$ cat config.mk
export PLATFORM = sky130hd
export DESIGN_NAME = fb_rasterizer
export DESIGN_NICKNAME = d
export VERILOG_FILES = /design/src/rtl/fb_rasterizer.sv
export SDC_FILE = /design/constraint.sdc
export NUM_CORES = 1
export LEC_CHECK = 0
export CORE_MARGIN = 2
export CORE_UTILIZATION = 41
export DETAILED_ROUTE_END_ITERATION = 10
export GPL_TIMING_DRIVEN = 0
export SLEW_MARGIN = 15
export SYNTH_ARGS = -nofsm -noshare
export SYNTH_HDL_FRONTEND = slang
export SYNTH_SLANG_ARGS = --single-unit
$ cat constraint.sdc
create_clock -name clk -period 8.72 [get_ports clk]
set_input_delay 0.872 -clock clk [delete_from_list [all_inputs] [get_ports clk]]
set_output_delay 0.872 -clock clk [all_outputs]
set_load 0.05 [all_outputs]
$ cat src/rtl/fb_rasterizer.sv
// Rasterises plot / fill-rectangle / clear commands into one framebuffer pixel write per cycle.
// Define FB_RASTERIZER_CLIP_EN to clip rectangles to the FB_WIDTH x FB_HEIGHT framebuffer.
module fb_rasterizer #(
  parameter int FB_WIDTH  = 214,
  parameter int FB_HEIGHT = 160
) (
  input  logic        clk,
  input  logic        rst,
  input  logic        cmd_valid,
  output logic        cmd_ready,
  input  logic [1:0]  cmd_op,
  input  logic [7:0]  cmd_x0,
  input  logic [7:0]  cmd_y0,
  input  logic [7:0]  cmd_x1,
  input  logic [7:0]  cmd_y1,
  input  logic [2:0]  cmd_color,
  output logic [15:0] fb_write_addr,
  output logic [2:0]  fb_write_data,
  output logic        fb_write_en,
  output logic        busy
);
  localparam logic [15:0] W16  = 16'(FB_WIDTH);
  localparam logic [7:0]  XMAX = 8'(FB_WIDTH - 1);
  localparam logic [7:0]  YMAX = 8'(FB_HEIGHT - 1);

  typedef enum logic {IDLE, DRAW} state_t;

  state_t      state_q;
  logic [7:0]  x_q, y_q, x0_q, x1_q, y1_q;
  logic [15:0] row_q, addr_q;
  logic [2:0]  data_q;
  logic        en_q;

  logic [7:0]  x0_d, y0_d, x1_d, y1_d;
  logic [15:0] row_d;
  logic        empty_d;

  // Every op is reduced to an inclusive rectangle plus an empty flag.
  always_comb begin
    x0_d = cmd_x0;
    y0_d = cmd_y0;
    x1_d = cmd_x1;
    y1_d = cmd_y1;
    case (cmd_op)
      2'b00: begin
        x1_d = cmd_x0;
        y1_d = cmd_y0;
      end
      2'b10: begin
        x0_d = '0;
        y0_d = '0;
        x1_d = XMAX;
        y1_d = YMAX;
      end
      default: ;
    endcase
`ifdef FB_RASTERIZER_CLIP_EN
    // After clamping, an off-screen x0/y0 shows up as x0>x1 / y0>y1.
    if (x1_d > XMAX) x1_d = XMAX;
    if (y1_d > YMAX) y1_d = YMAX;
`endif
    empty_d = (cmd_op == 2'b11) || (x0_d > x1_d) || (y0_d > y1_d);
    row_d   = 16'(y0_d) * W16;
  end

  always_ff @(posedge clk) begin
    if (rst) begin
      state_q <= IDLE;
      en_q    <= 1'b0;
      addr_q  <= '0;
      data_q  <= '0;
      row_q   <= '0;
      x_q     <= '0;
      y_q     <= '0;
      x0_q    <= '0;
      x1_q    <= '0;
      y1_q    <= '0;
    end else begin
      case (state_q)
        IDLE: begin
          if (cmd_valid) begin
            state_q <= DRAW;
            x_q     <= x0_d;
            y_q     <= y0_d;
            x0_q    <= x0_d;
            x1_q    <= x1_d;
            y1_q    <= y1_d;
            row_q   <= row_d;
            en_q    <= !empty_d;
            if (!empty_d) begin
              addr_q <= row_d + 16'(x0_d);
              data_q <= cmd_color;
            end
          end
        end
        DRAW: begin
          // The registered outputs already carry the pixel at (x_q, y_q).
          if (!en_q || (x_q == x1_q && y_q == y1_q)) begin
            state_q <= IDLE;
            en_q    <= 1'b0;
          end else if (x_q == x1_q) begin
            x_q    <= x0_q;
            y_q    <= y_q + 8'd1;
            row_q  <= row_q + W16;
            addr_q <= row_q + W16 + 16'(x0_q);
          end else begin
            x_q    <= x_q + 8'd1;
            addr_q <= addr_q + 16'd1;
          end
        end
        default: state_q <= IDLE;
      endcase
    end
  end

  assign cmd_ready     = (state_q == IDLE);
  assign busy          = (state_q == DRAW);
  assign fb_write_en   = en_q;
  assign fb_write_addr = addr_q;
  assign fb_write_data = data_q;
endmodule

==> results.toml <==
[place]
io_buffers = 56
gp_congestion = 0.945
post-place-cells = 1278
dp_hpwl_mm = 19.0

[timing]
hold_viol_final = 0
rsz0062_at_grt = "false"
period_share_pct = 82.7
finalSetupTns_ns = 0
hold_ws_ns = 0.470
drv_slew = 0
maxSlewHeadroom_pct = 40.6
setup_viol = 0
clock.fmax_mhz = 139
worstMarginPinSlew_ns = 0.884
fin_crit_ns = 7.21
skew_ns = 0.00526

[setup_path]
critPathMaxFanout = 10
r2r_setup_slack_ns = 5.23
start_kind = "input port"
rr_startpoint = "row_q[1]$_SDFFE_PP0P_"
rr_worst_depth = 14
crit_type = "in2reg"
cp-end-kind = "flip-flop"
r2r-end = "fb_write_addr[9]$_SDFFE_PP0P_"
cp.required_ns = 9.01
crit_arrival_ns = 7.50

[drt]
dr_total_vias = 7498
wire_per_inst_um = 19.1
vias_per_cell = 5.79
wl_mm = 24.8
firstDrtPassIters = 5
drtIter0Drc = 554
ant_nets = 0
drcViolationCount = 0

[final_layout]
num_antenna_cells = 0
regArea_mm2 = 0.00152
layout-drive-gt1-share_pct = 4.41
final_util_pct = 47.9
synthToLayoutAreaGrowth_pct = 15.7
n_fill_cell = 1882
nets = 1178
stdcell_count = 1294
multi_input_area_mm2 = 0.00548

[power_and_ir_drop]
power.density_mw_per_mm2 = 210
p_leak_nw = 3.39
power.ir.vdd_worst_uv = 129
p_comb_share_pct = 53.9
intPower_uw = 970
seq_power_share_pct = 23.7
switching_power_uw = 819
finalPower_mw = 1.79
power_frac_clock_pct = 22.3
swShare_pct = 45.8

[yosys]
ys.flop_type = "dfxtp_1"
synth_cells = 993
syn_avg_cell_area_um2 = 7.41
ys_types = 78
synth_area_mm2 = 0.00736
synth_top_area_cell = "dfxtp_1"
yosysMostFrequentCell = "nor2_1"
synth_top_area_share_pct = 20.7
ys_ff_latch = 76
synth_common_cells = "134 x nor2_1, 114 x nand2_1, 90 x a21oi_1, 76 x dfxtp_1, 67 x ha_1"
yosysWarnings = 0
synthArstFlopShare_pct = 0
synth_nets = 1111
yosysSeqAreaShare_pct = 20.7
synth_area_leaders = "dfxtp_1 21%, ha_1 11%, nor2_1 6.8%"
synth-edff-count = 0

[status]
status = "completed"

[global_route]
track_usage_pct = 25.8
overflow = 0
grt_max_degree = 16
grt_pass1_vias = 7047
antenna_found_initial = 0
grt_pass1_wl_mm = 39.2

[min_path]
min-delay-start = "y1_q[0]$_SDFFE_PP0P_"
holdPathStages = 2
hold_class = "reg2reg"
whs_endpoint = "y1_q[0]$_SDFFE_PP0P_"

[floorplanning]
rows = 49
core_area_mm2 = 0.0178
fp.dieArea_mm2 = 0.0190
die-width_um = 138
initial_core_util_pct = 41.4
num_io_pins = 62
die_h_um = 138

[clocking]
clock_path_buffers = 2
cts.htree.levels = 3
cts_repair_resize_count = 0
clk_latency_ns = 0.36
cts-hold-fix-buffers = 0
cts.sinks = 76
clkTransAtPathRegs_ns = 0.06
postCtsSetupBuffers = 0
cts_made_buffers = 9
cts_tree = "done"
cts_root_buf = "clkbuf_16"

[run]
cap_violations = 0
-- placed cells by master, fill, tap and decap left out, drive strengths merged, types with 8 or more instances in the layout --
master,Yosys,layout
o21a,11,11
and2,17,17
xnor2,46,46
o211ai,23,23
a211oi,22,22
a21oi,91,91
dfxtp,76,76
ha,67,67
xor2,32,32
buf,15,15
fa,11,11
nand3,27,27
clkbuf,46,55
clkdlybuf4s50,0,56
a22oi,10,10
and3,19,19
nand4,11,11
nor3,20,20
nand2b,9,9
mux2i,8,8
nor2,135,135
o21ai,44,44
nand2,114,114
inv,28,30
-- final cells by class --
class | count | share of cell area [%]
buffer | 61 | 3.03
clock buffer | 9 | 2.64
clock inverter | 7 | 0.984
inverter | 28 | 1.23
multi-input combinational | 828 | 64.3
sequential | 76 | 17.9
tap | 229 | 3.36
timing repair buffer | 56 | 6.58
-- how the worst max path moves through the flow --
stage	from	endpoint	slack, ns	depth (start not counted)
6_report	cmd_op[0]	fb_write_addr[15]$_SDFFE_PP0P_	1.51	21
4_1_cts	cmd_op[0]	fb_write_addr[15]$_SDFFE_PP0P_	1.48	21
2_1_floorplan	cmd_op[0]	fb_write_addr[13]$_SDFFE_PP0P_	2.80	20
5_1_grt	cmd_op[0]	fb_write_addr[15]$_SDFFE_PP0P_	1.06	21
3_5_place_dp	cmd_op[0]	fb_write_addr[15]$_SDFFE_PP0P_	1.15	21
3_3_place_gp	cmd_op[0]	fb_write_addr[15]$_SDFFE_PP0P_	1.12	21
-- per-layer routing --
| layer | up-vias | part of all wire (%) | GRT usage (%) |
|---|---|---|---|
| met5 | - | 0 | 0 |
| met2 | 275 | 44 | 40.6 |
| met4 | 0 | 2.9 | 9.02 |
| li1 | 3678 | - | - |
| met1 | 3494 | 46 | 35.3 |
| met3 | 51 | 6.6 | 5.23 |
-- power groups by stage --
stage | Sequential, mW | Clock, mW | Combinational, mW
2_1_floorplan | 0.463 | 0 | 0.653
3_3_place_gp | 0.431 | 0 | 0.943
3_5_place_dp | 0.431 | 0 | 0.948
4_1_cts | 0.424 | 0.402 | 0.954
5_1_grt | 0.430 | 0.416 | 1.06
6_report | 0.425 | 0.400 | 0.965
-- cells by family after synthesis --
logic type | after synthesis | share of synthesized area [%]
buffers and inverters | 89 | 4.93
adders and majority gates | 78 | 14.4
DFF | 76 | 20.7
muxes | 9 | 1.24
and+or+nand+nor | 393 | 24.9
xor gates and xnor gates | 78 | 9.28
AOI/OAI and AO/OA | 270 | 24.6
-- sequential cells by signal (all words and copies together), names as in the netlist, 3 cells and up --
register and count:
y1_q 8, fb_write_data 3, x_q 8, y_q 8, fb_write_addr 16, x0_q 8
row_q 15, x1_q 8
-- critical path, cell delays in order --
cell	delay (ns)
clkdlybuf4s50_1	0.47
clkbuf_1	0.33
nand2b_1	0.23
clkbuf_1	0.33
clkbuf_1	0.50
clkbuf_1	0.42
and3_1	0.27
fa_1	0.46
fa_1	0.54
inv_1	0.05
fa_1	0.50
inv_1	0.05
ha_1	0.37
a211oi_1	0.23
nor2_1	0.16
a2111oi_4	0.54
nor4b_2	0.12
nor3_2	0.48
nor3_1	0.16
a221o_1	0.32
nor2_1	0.09
-- metrics by stage --
| step | instance area (µm²) | setup WS (ns) |
|---|---|---|
| final | 8520 | 1.51 |
| after floorplan | 7360 | 2.80 |
| after global routing | 8520 | 1.06 |
| after global placement | 8210 | 1.12 |
| after detailed placement | 8210 | 1.15 |
| after CTS | 8520 | 1.48 |
Note: power is estimated with default switching activity, not from simulation.
